--- src/rtl/vec_pkg.sv ---
// Shared types and constants for the vector issue controller.
// Opcode constants describe the lane-side encoding; the controller itself
// only forwards the opcode.
package vec_pkg;

    typedef enum logic [1:0] {
        s_IDLE  = 2'd0,
        s_ISSUE = 2'd1,
        s_WAIT  = 2'd2,
        s_RESP  = 2'd3
    } state_e;

    localparam logic [3:0] OP_READ       = 4'b1000;
    localparam int         OP_EXT_WR_BIT = 3;
    localparam int         OP_SCALAR_BIT = 2;
    localparam logic [1:0] OP_FMA        = 2'b11;

    // Address width for a register file of els entries, never below one bit.
    function automatic int v_addr_width(input int els);
        return (els > 1) ? $clog2(els) : 1;
    endfunction

endpackage

--- src/rtl/bsg_counter_clear_up.sv ---
// Up counter with synchronous clear, used as the issue watchdog.
// Only compiled when VEC_ISSUE_TIMEOUT_EN is defined.
`ifdef VEC_ISSUE_TIMEOUT_EN
module bsg_counter_clear_up #(
    parameter int max_val_p    = 63,
    parameter int init_val_p   = 0,
    localparam int ptr_width_lp = (max_val_p > 0) ? $clog2(max_val_p + 1) : 1
) (
    input  logic                    clk_i,
    input  logic                    reset_i,
    input  logic                    clear_i,
    input  logic                    up_i,
    output logic [ptr_width_lp-1:0] count_o
);

    logic [ptr_width_lp-1:0] count_r;

    // Count register: clear has priority over increment.
    always_ff @(posedge clk_i) begin
        if (reset_i) begin
            count_r <= ptr_width_lp'(init_val_p);
        end else if (clear_i) begin
            count_r <= '0;
        end else if (up_i) begin
            count_r <= count_r + ptr_width_lp'(1);
        end else begin
            count_r <= count_r;
        end
    end

    assign count_o = count_r;

endmodule
`endif

--- src/rtl/vec_issue_ctrl.sv ---
// Single-instruction issue controller for the vector lane array.
// Accepts one instruction, pulses start to all lanes, holds operands until
// the next acceptance, collects per-lane done pulses and returns a response.
// Optional watchdog: define VEC_ISSUE_TIMEOUT_EN to bound the wait for done.
module vec_issue_ctrl
    import vec_pkg::*;
#(
    parameter int els_p      = 8,
    parameter int lanes_p    = 4,
    parameter int vdw_p      = 8,
    parameter int op_width_p = 4,
    parameter int timeout_p  = 64,
    localparam int v_addr_width_lp = v_addr_width(els_p)
) (
    input  logic                       clk_i,
    input  logic                       reset_i,
    input  logic                       v_i,
    output logic                       ready_o,
    input  logic [op_width_p-1:0]      op_i,
    input  logic [v_addr_width_lp-1:0] vd_i,
    input  logic [v_addr_width_lp-1:0] vs0_i,
    input  logic [v_addr_width_lp-1:0] vs1_i,
    input  logic [v_addr_width_lp-1:0] vs2_i,
    input  logic [vdw_p-1:0]           scalar_i,
    input  logic [lanes_p*vdw_p-1:0]   w_data_i,
    output logic [op_width_p-1:0]      lane_op_o,
    output logic                       lane_start_o,
    output logic [vdw_p-1:0]           lane_scalar_o,
    output logic [lanes_p*vdw_p-1:0]   lane_w_data_o,
    output logic [v_addr_width_lp-1:0] vd_o,
    output logic [v_addr_width_lp-1:0] vs0_o,
    output logic [v_addr_width_lp-1:0] vs1_o,
    output logic [v_addr_width_lp-1:0] vs2_o,
    input  logic [lanes_p-1:0]         lane_done_i,
    output logic                       v_o,
    input  logic                       yumi_i,
    output logic                       err_o
);

    state_e                     state_r, state_n_s;
    logic [lanes_p-1:0]         done_r;
    logic [op_width_p-1:0]      op_r;
    logic [v_addr_width_lp-1:0] vd_r, vs0_r, vs1_r, vs2_r;
    logic [vdw_p-1:0]           scalar_r;
    logic [lanes_p*vdw_p-1:0]   w_data_r;
    logic                       ready_s, start_s, resp_v_s;
    logic                       accept_s, all_done_s, timeout_s;

    assign accept_s   = v_i & ready_s;
    // A final done pulse arriving in the same cycle completes the set.
    assign all_done_s = &(done_r | lane_done_i);

`ifdef VEC_ISSUE_TIMEOUT_EN
    localparam int wd_w_lp = (timeout_p > 1) ? $clog2(timeout_p) : 1;
    logic [wd_w_lp-1:0] wd_cnt_s;
    logic               err_r;

    bsg_counter_clear_up #(
        .max_val_p  (timeout_p - 1),
        .init_val_p (0)
    ) wdog (
        .clk_i   (clk_i),
        .reset_i (reset_i),
        .clear_i (state_r == s_ISSUE),
        .up_i    (state_r == s_WAIT),
        .count_o (wd_cnt_s)
    );

    assign timeout_s = (wd_cnt_s == wd_w_lp'(timeout_p - 1));

    // Error flag: set when the watchdog forces a response, cleared when it is taken.
    always_ff @(posedge clk_i) begin
        if (reset_i) begin
            err_r <= 1'b0;
        end else if ((state_r == s_WAIT) && !all_done_s && timeout_s) begin
            err_r <= 1'b1;
        end else if ((state_r == s_RESP) && yumi_i) begin
            err_r <= 1'b0;
        end else begin
            err_r <= err_r;
        end
    end

    assign err_o = err_r;
`else
    logic [31:0] unused_timeout_s;
    assign unused_timeout_s = 32'(timeout_p);
    assign timeout_s        = 1'b0;
    assign err_o            = 1'b0;
`endif

    // State register.
    always_ff @(posedge clk_i) begin
        if (reset_i) begin
            state_r <= s_IDLE;
        end else begin
            state_r <= state_n_s;
        end
    end

    // Next-state logic.
    always_comb begin
        state_n_s = state_r;
        case (state_r)
            s_IDLE: begin
                if (accept_s) state_n_s = s_ISSUE;
                else          state_n_s = s_IDLE;
            end
            s_ISSUE: state_n_s = s_WAIT;
            s_WAIT: begin
                if (all_done_s || timeout_s) state_n_s = s_RESP;
                else                         state_n_s = s_WAIT;
            end
            s_RESP: begin
                if (yumi_i) state_n_s = s_IDLE;
                else        state_n_s = s_RESP;
            end
            default: state_n_s = s_IDLE;
        endcase
    end

    // Output decode from the current state.
    always_comb begin
        ready_s  = 1'b0;
        start_s  = 1'b0;
        resp_v_s = 1'b0;
        case (state_r)
            s_IDLE:  ready_s  = 1'b1;
            s_ISSUE: start_s  = 1'b1;
            s_WAIT:  resp_v_s = 1'b0;
            s_RESP:  resp_v_s = 1'b1;
            default: ready_s  = 1'b0;
        endcase
    end

    // Sticky done collection: cleared at issue, accumulated only while waiting.
    always_ff @(posedge clk_i) begin
        if (reset_i) begin
            done_r <= '0;
        end else if (state_r == s_ISSUE) begin
            done_r <= '0;
        end else if (state_r == s_WAIT) begin
            done_r <= done_r | lane_done_i;
        end else begin
            done_r <= done_r;
        end
    end

    // Instruction holding registers: loaded on acceptance, stable until the next one.
    always_ff @(posedge clk_i) begin
        if (reset_i) begin
            op_r     <= '0;
            vd_r     <= '0;
            vs0_r    <= '0;
            vs1_r    <= '0;
            vs2_r    <= '0;
            scalar_r <= '0;
            w_data_r <= '0;
        end else if (accept_s) begin
            op_r     <= op_i;
            vd_r     <= vd_i;
            vs0_r    <= vs0_i;
            vs1_r    <= vs1_i;
            vs2_r    <= vs2_i;
            scalar_r <= scalar_i;
            w_data_r <= w_data_i;
        end else begin
            op_r     <= op_r;
            vd_r     <= vd_r;
            vs0_r    <= vs0_r;
            vs1_r    <= vs1_r;
            vs2_r    <= vs2_r;
            scalar_r <= scalar_r;
            w_data_r <= w_data_r;
        end
    end

    assign ready_o       = ready_s;
    assign lane_start_o  = start_s;
    assign v_o           = resp_v_s;
    assign lane_op_o     = op_r;
    assign vd_o          = vd_r;
    assign vs0_o         = vs0_r;
    assign vs1_o         = vs1_r;
    assign vs2_o         = vs2_r;
    assign lane_scalar_o = scalar_r;
    assign lane_w_data_o = w_data_r;

endmodule

--- config.mk ---
export PLATFORM = sky130hd
export DESIGN_NAME = vec_issue_ctrl
export DESIGN_NICKNAME = d
export VERILOG_FILES = /design/src/rtl/vec_pkg.sv /design/src/rtl/bsg_counter_clear_up.sv /design/src/rtl/vec_issue_ctrl.sv
export SDC_FILE = /design/constraint.sdc
export NUM_CORES = 1
export LEC_CHECK = 0
export BUFFER_PORTS_ARGS = -buffer_cell sky130_fd_sc_hd__buf_2
export CORE_AREA = 2 2 72 74
export CTS_CLUSTER_DIAMETER = 40
export CTS_CLUSTER_SIZE = 16
export DETAILED_ROUTE_END_ITERATION = 16
export DIE_AREA = 0 0 74 76
export PLACE_DENSITY = 0.84
export SLEW_MARGIN = 20
export SYNTH_ARGS = -nofsm -noshare
export SYNTH_HDL_FRONTEND = slang
export SYNTH_HIERARCHICAL = 1
export SYNTH_SLANG_ARGS = --single-unit
--- constraint.sdc ---
create_clock -name clk_i -period 2.64 [get_ports clk_i]
set_input_delay 0.132 -clock clk_i [delete_from_list [all_inputs] [get_ports clk_i]]
set_output_delay 0.132 -clock clk_i [all_outputs]
set_load 0.05 [all_outputs]
==> results of run 1 <==
-- cell type report --
| class | instances | area share (%) |
|---|---|---|
| clock buffer | 12 | 5.152 |
| clock inverter | 4 | 1.496 |
| inverter | 1 | 0.1246 |
| multi-input combinational | 190 | 28.00 |
| sequential | 62 | 41.21 |
| tap | 70 | 2.908 |
| timing repair buffer | 125 | 21.11 |
-- final timing paths --
kind / slack (ns) / end / depth (start not counted) / from
setup reg to reg: 1.20 / lane_scalar_o[7] / 3 / state_r[1]
hold reg to reg: 0.45 / lane_w_data_o[25] / 2 / lane_w_data_o[25]
hold / removal: 0.04 / lane_op_o[3] / 3 / op_i[3]
setup / recovery: 1.13 / lane_start_o / 3 / state_r[0]
-- critical path: cells and delay by family, from the launching register on --
kind / cells / cell delay, ns
simple gates: 1 / 0.32
buf+inv: 2 / 0.32
flops: 1 / 0.42
-- cells by family (layout without fill, tap and decap cells) --
kind of cell    count (synthesis)  in the layout  synth area share, %
other cells                     1              1               0.1702
compound gates                 63             63                14.99
flops                          62             62                56.33
simple gates                  126            126                22.77
buf+inv                        21            142                5.735
-- stage by stage --
step | utilization, % | area (um^2) | power, mW | worst slack [ns]
detailed placement | 56.98 | 2799 | 1.546 | 0.9172
global placement | 56.98 | 2799 | 1.536 | 0.9627
global route | 61.31 | 3012 | 2.454 | 1.050
floorplan | - | 2203 | 1.426 | 1.372
CTS | 61.26 | 3009 | 2.368 | 0.9033
finish | 61.31 | 3012 | 2.345 | 1.131
-- what timing repair did --
action                     in CTS  in global routing
setup endpoints to repair       0                  0
hold buffers                    1                  0
hold endpoints to repair        1                  0
-- cell usage after synthesis, drive strengths merged --
| library cell | number |
|---|---|
| buf | 11 |
| and2 | 1 |
| and2b | 1 |
| nand2b | 1 |
| nor3b | 1 |
| or4b | 1 |
| or2b | 1 |
| conb | 1 |
| a22oi | 4 |
| inv | 1 |
| o22ai | 1 |
| nand2 | 112 |
| or3b | 1 |
| clkbuf | 9 |
| a211oi | 1 |
| a21oi | 56 |
| dfxtp | 62 |
| a31oi | 1 |
| nor2 | 7 |
-- flip-flops by register name, indices dropped and copies added, names as in the netlist --
name and flops:
done_r 4, lane_op_o 4, lane_scalar_o 8, lane_w_data_o 32, state_r 2, vd_o 3
vs0_o 3, vs1_o 3, vs2_o 3
-- layout by cell type (no fill, tap or decap) --
cell type | Yosys | layout
buf_2 | 2 | 122
o22ai_1 | 1 | 1
conb_1 | 1 | 1
nor2_1 | 7 | 7
a22oi_1 | 4 | 4
nand2b_1 | 1 | 1
a31oi_1 | 1 | 1
or4b_1 | 1 | 1
bufinv_16 | 0 | 1
inv_1 | 1 | 1
clkbuf_1 | 9 | 1
a211oi_1 | 1 | 1
or2b_1 | 1 | 1
or3b_4 | 0 | 1
dlygate4sd3_1 | 0 | 1
clkinv_2 | 0 | 3
nand2_1 | 112 | 112
and2b_2 | 1 | 1
buf_4 | 6 | 2
nor3b_2 | 0 | 1
clkbuf_8 | 0 | 11
and2_1 | 1 | 1
dfxtp_1 | 62 | 62
a21oi_1 | 56 | 56
-- layer usage --
layer | wire length (um) | part of all wire [%] | GRT usage, % | up-vias
li1 | - | - | - | 1109
met1 | 2199 | 44 | 19.97 | 955
met2 | 2496 | 50 | 33.13 | 75
met3 | 293 | 5.8 | 4.365 | 5
met4 | 44 | 0.87 | 7.091 | 0
met5 | 0 | 0 | 0 | -
-- power by group through the flow --
stage | Combinational [mW] | Clock (mW) | Sequential [mW]
final | 0.490 | 0.820 | 1.03
after global routing | 0.529 | 0.884 | 1.04
after CTS | 0.494 | 0.840 | 1.03
after detailed placement | 0.491 | 0 | 1.05
after global placement | 0.485 | 0 | 1.05
after floorplan | 0.170 | 0 | 1.26
==> metrics.md, run 1 <==
| Metric | Value |
|---|---|
| Number of max-cap violations | `0` |
| Post-CTS setup buffer count | `0` |
| Std cell rows | `26` |
| Io pins | `124` |
| FILL cells | `around 460` |
| Clk sink count | `between 60 and 70` |
| Pwr/cell area | `778.7 mW/mm^2` |
| Sequential Power Share | `between 40% and 50%` |
| Tcrit/Tclk final | `between 50% and 60%` |
| Total CTS buffers | `9` |
| Share of the synthesized area in the top cell type | `a little under three fifths` |
| # DRC | `0` |
| Post-cts resize count | `0` |
| Largest net degree at the start of global routing | `63` |
| Slew Viols, Final | `0` |
| Setup TNS | `0 ns` |
| Total wire length | `about 5000 um` |
| Crit end category | `output port` |
| Least-Margin Pin Slew | `about 1.1 ns` |
| Critical path's slowest cell | `dfxtp_1` |
| Iter 0 DRT Violations | `88` |
| Clock transition at path regs | `~0.07 ns` |
| Cell Area, Synth | `approximately 0.0022 mm^2` |
| CTS tree | `done` |
| Die height | `76 um` |
| Share of cells above drive strength 1 | `roughly 36%` |
| NetSw | `0.7334 mW` |
| Worst-Skew Late Latency | `~0.32 ns` |
| Final ANT Viol Nets | `0` |
| Footprint of the multi-input gates | `about 840 um^2` |
| Register area | `~0.0012 mm^2` |
| Hold crit path type | `input pin to flip-flop` |
| Post-layout min period | `~1.5 ns` |
| Sequential fraction of the synthesis area | `a little under three fifths` |
| Buffers on Ports | `approximately 120` |
| Die width | `around 74 um` |
| Combinational share of power | `20.9%` |
| Syn Area/Cell | `between 8 and 9 um^2` |
| CTS Buffer Depth | `2` |
| Yosys top cell by area | `dfxtp_1` |
| Top area cells in the synthesized netlist | `dfxtp_1 (56%), nand2_1 (19%), a21oi_1 (13%)` |
| F_max | `about 660 MHz` |
| Layout overhead on the synthesized area | `36.68%` |
| Maximum VDD drop | `about 0.47 mV` |
| Congestion Overflow GR | `0` |
| Crit path largest cell delay | `roughly 0.42 ns` |
| Worst Path Required | `2.51 ns` |
| Placed insts | `about 450` |
| Gr usage total | `a little under a fifth` |
| WHS | `about 0.042 ns` |
| First-pass detailed-route iteration total | `4` |
| H-Tree Depth | `3` |
| Diodes inserted | `0` |
| Max Fanout on Critical Path | `6` |
| Worst path arrival time | `1.38 ns` |
| Final Setup Violations | `0` |
| DIE AREA | `0.005624 mm^2` |
| Initial core utilization | `44.85%` |
| Clock power frac | `about a third` |
| Final hold violations | `0` |
| Netlist cell types | `21` |
| Synth warn | `6` |
| Core Box Area | `just under 0.005 mm^2` |
| CTS Root Cell | `clkbuf_8` |
| Internal power | `1.612 mW` |
| Outcome | `completed` |
| Worst Skew | `roughly 0.0065 ns` |
| CP Cell Sequence | `or2b_1 -> inv_1 -> buf_2` |
| RSZ-0062 raised after global routing | `no` |
| Number of global-route vias before repair | `slightly above 2000` |
| Syn Nets | `337` |
| Nets@finish | `453` |
| GPL Wtd Cong | `0.7179` |
| Finished Layout Cells | `between 400 and 500` |
| Initial antenna violation count | `0` |
| CP Launch Type | `flip-flop` |
| Post-DP HPWL | `around 3400 um` |
| Leakage | `1.455 nW` |
| Mapped Cells | `about 270` |
| First-pass GRT wire length | `8300 um` |
| Net Sw Frac | `a little under a third` |
| Vias per cell | `roughly 4.6` |
| Slew headroom | `around 30%` |
| Synth Register Bits | `62` |
| CP Class | `flip-flop to output port` |
| Vias | `~2100` |
| DR WL/cell | `approximately 11 um` |
Note: power is estimated with default switching activity, not from simulation.
==> run 2, diff against run 1 <==
--- a/config.mk
+++ b/config.mk
@@ -5,13 +5,14 @@
 export SDC_FILE = /design/constraint.sdc
 export NUM_CORES = 1
 export LEC_CHECK = 0
+export ABC_AREA = 1
 export BUFFER_PORTS_ARGS = -buffer_cell sky130_fd_sc_hd__buf_2
-export CORE_AREA = 2 2 72 74
+export CORE_AREA = 2 2 79 81
 export CTS_CLUSTER_DIAMETER = 40
 export CTS_CLUSTER_SIZE = 16
 export DETAILED_ROUTE_END_ITERATION = 16
-export DIE_AREA = 0 0 74 76
-export PLACE_DENSITY = 0.84
+export DIE_AREA = 0 0 81 83
+export PLACE_DENSITY = 0.75
 export SLEW_MARGIN = 20
 export SYNTH_ARGS = -nofsm -noshare
 export SYNTH_HDL_FRONTEND = slang
==> constraint.sdc (replaced) <==
create_clock -name clk_i -period 1.35 [get_ports clk_i]
set_input_delay 0.0675 -clock clk_i [delete_from_list [all_inputs] [get_ports clk_i]]
set_output_delay 0.0675 -clock clk_i [all_outputs]
set_load 0.05 [all_outputs]
==> metrics.md, run 2 <==
| Metric | Value |
|---|---|
| Outcome | `completed` |
| Tcrit/Tclk final | `between 90% and 100%` |
| Die height | `just over 80 um` |
| Share of the synthesized area in the top cell type | `55.67%` |
| Commonest cells after routing, fill and taps aside | `nor2_1 (124), buf_2 (121), dfxtp_1 (61)` |
| Worst-Skew Late Latency | `0.32 ns` |
| Most common cell in the netlist | `nor2_1` |
| Congestion Overflow GR | `0` |
| Gr usage total | `just under 20%` |
| Initial antenna violation count | `0` |
| H-Tree Depth | `3` |
| Total CTS buffers | `9` |
| Number of global-route vias before repair | `between 2000 and 2500` |
| Crit path buf inv count | `2` |
| Worst slack at placement | `around 0.21 ns` |
| Netlist cell types | `18` |
| Fin worst setup slack | `0.08011 ns` |
| CP Capture Point | `v_o` |
| RSZ-0062 raised after global routing | `no` |
| FILL cells | `about 500` |
| Final hold violations | `0` |
| Crit path largest cell delay | `roughly 0.45 ns` |
| Post-synth ARST share | `0%` |
| Mapped Cells | `282` |
| Post-layout min period | `approximately 1.3 ns` |
| Register area | `0.001242 mm^2` |
| Clock power frac | `slightly below 30%` |
| Clock transition at path regs | `around 0.07 ns` |
| RR Endpoint | `lane_w_data_o[12]` |
| Number of max-cap violations | `0` |
| Most common cell after layout, fill and taps aside | `nor2_1` |
| Max Fanout on Critical Path | `5` |
| Vias per cell | `4.631` |
| NetSw | `1.713 mW` |
| Leakage | `1.745 nW` |
| CTS Root Cell | `clkbuf_8` |
| CTS tree | `done` |
| Initial core utilization | `between 30% and 40%` |
| CTS Buffer Depth | `2` |
| Post-synth EDFFs | `0` |
| DR WL/cell | `12.07 um` |
| Std cell rows | `28` |
| Sequential Power Share | `between 40% and 50%` |
| Die width | `approximately 80 um` |
| Synth Register Bits | `a little over 60` |
| Combinational share of power | `between 20% and 30%` |
| Critical path's slowest cell | `dfxtp_1` |
| Most used DFF post-synth | `dfxtp_1` |
| Yosys top cell by area | `dfxtp_1` |
| Io pins | `approximately 120` |
| Setup TNS | `0 ns` |
| Buffers on Ports | `about 120` |
| Final ANT Viol Nets | `0` |
| Vias | `about 2500` |
| Pwr/cell area | `between 1000 and 1500 mW/mm^2` |
| CP top delay family | `flip-flops` |
| Core Box Area | `between 0.005 and 0.006 mm^2` |
| Sequential fraction of the synthesis area | `between 50 and 60%` |
| CP Depth | `3` |
| GPL Wtd Cong | `0.7472` |
| Syn Area/Cell | `a little under 8 um^2` |
| DIE AREA | `0.006723 mm^2` |
| Worst path arrival time | `around 1.2 ns` |
| Synth warn | `6` |
| Syn Nets | `between 300 and 400` |
| Cell Area, Synth | `between 0.002 and 0.0025 mm^2` |
| Worst Path Required | `between 1 and 1.5 ns` |
| Hold crit path type | `input pin to flip-flop` |
| Worst R2R Path Depth | `6` |
| First-pass detailed-route iteration total | `4` |
| Diodes inserted | `0` |
| Layout overhead on the synthesized area | `58.36%` |
| Critical R2R Launch | `state_r[1]` |
| Post-synth top cells | `nor2_1 (124), dfxtp_1 (62), o21ai_0 (41)` |
| Nets@finish | `a little over 500` |
| CP Cell Sequence | `nand2_1 -> inv_1 -> clkbuf_4` |
| Post-CTS setup buffer count | `0` |
| Internal power | `~3.2 mW` |
| # DRC | `0` |
| Maximum VDD drop | `slightly above 0.8 mV` |
| Largest register FFs | `32` |
| CP Launch Type | `flip-flop` |
| Footprint of the multi-input gates | `about 800 um^2` |
| Internal reg-to-reg setup slack | `~0.17 ns` |
| Largest net degree at the start of global routing | `38` |
| Worst Setup SP | `state_r[1]` |
| Iter 0 DRT Violations | `49` |
| CP Class | `flip-flop to output port` |
| Total wire length | `6383 um` |
| Share of cells above drive strength 1 | `a little under a third` |
| Crit end category | `output port` |
| Top area cells in the synthesized netlist | `dfxtp_1 (56%), nor2_1 (21%), o21ai_0 (9.2%)` |
| Final Setup Violations | `0` |
| Net Sw Frac | `about a third` |
| Slew Viols, Final | `0` |
| First-pass GRT wire length | `10140 um` |
| Post-DP HPWL | `roughly 3700 um` |
| F_max | `787.5 MHz` |
| Clk sink count | `62` |
| Worst Skew | `about 0.0085 ns` |
## run 2: worst min-delay path by stage
stage | startpoint | endpoint | cells after the start
6_report | vs2_i[0] | vs2_o[0] | 3
5_1_grt | lane_done_i[2] | done_r[2] | 3
4_1_cts | w_data_i[28] | lane_w_data_o[28] | 3
3_5_place_dp | reset_i | state_r[0] | 2
3_3_place_gp | reset_i | state_r[0] | 2
2_1_floorplan | reset_i | state_r[0] | 1
## run 2: cell type report
cell class                      instances  share of cell area (%)
Tap cell                               75                   2.658
Clock inverter                          1                  0.1417
Multi-Input combinational cell        194                   23.25
Clock buffer                           13                   4.784
Inverter                                7                  0.7442
Sequential cell                        62                   35.19
Timing Repair Buffer                  177                   33.24
## run 2: power by group through the flow
stage,clock network [mW],logic (mW),registers [mW]
floorplan,0,0.415,2.70
global placement,0,1.28,2.13
detailed placement,0,1.29,2.13
CTS,1.49,1.40,2.09
global route,1.56,1.51,2.12
finish,1.44,1.41,2.10
## run 2: routing by layer
metal | track usage (%) | routed length (um)
met1 | 20.92 | 2565
met2 | 33.88 | 3188
met3 | 5.217 | 461
met4 | 9.707 | 167
met5 | 0 | 0
## run 2: kinds of logic (layout without fill, tap and decap cells)
family | after synthesis | count (layout) | share of synthesized area [%]
and+or+nand+nor | 130 | 130 | 22.39
AOI/OAI and AO/OA | 63 | 63 | 14.25
DFF | 62 | 62 | 55.67
buffers and inverters | 26 | 198 | 7.519
other | 1 | 1 | 0.1682
## run 2: stage by stage
stage          util, %  power, mW  std cells  hold slack, ns  cell area [um^2]
6_report         60.71      4.943        529        0.007931              3531
3_5_place_dp     49.25      3.425        466          0.2558              2864
3_3_place_gp     49.25      3.408        466          0.2618              2864
5_1_grt          60.71      5.190        529        0.003177              3531
2_1_floorplan        -      3.116        282          0.1292              2231
4_1_cts          60.67      4.990        529       0.0003791              3528
## run 2: what timing repair did
action | in CTS | in global routing
hold buffers | 49 | 0
endpoints found under the hold margin | 49 | 0
setup endpoints to repair | 0 | 1
gates resized for setup | 0 | 1
## run 2: worst reg2reg max path, stage by stage, from the launching register on
cell     delay (ns)
dfxtp_1        0.37
nor2_4         0.13
nand2_2        0.10
inv_2          0.09
buf_4          0.24
nor2_1         0.07
nor2_1         0.11
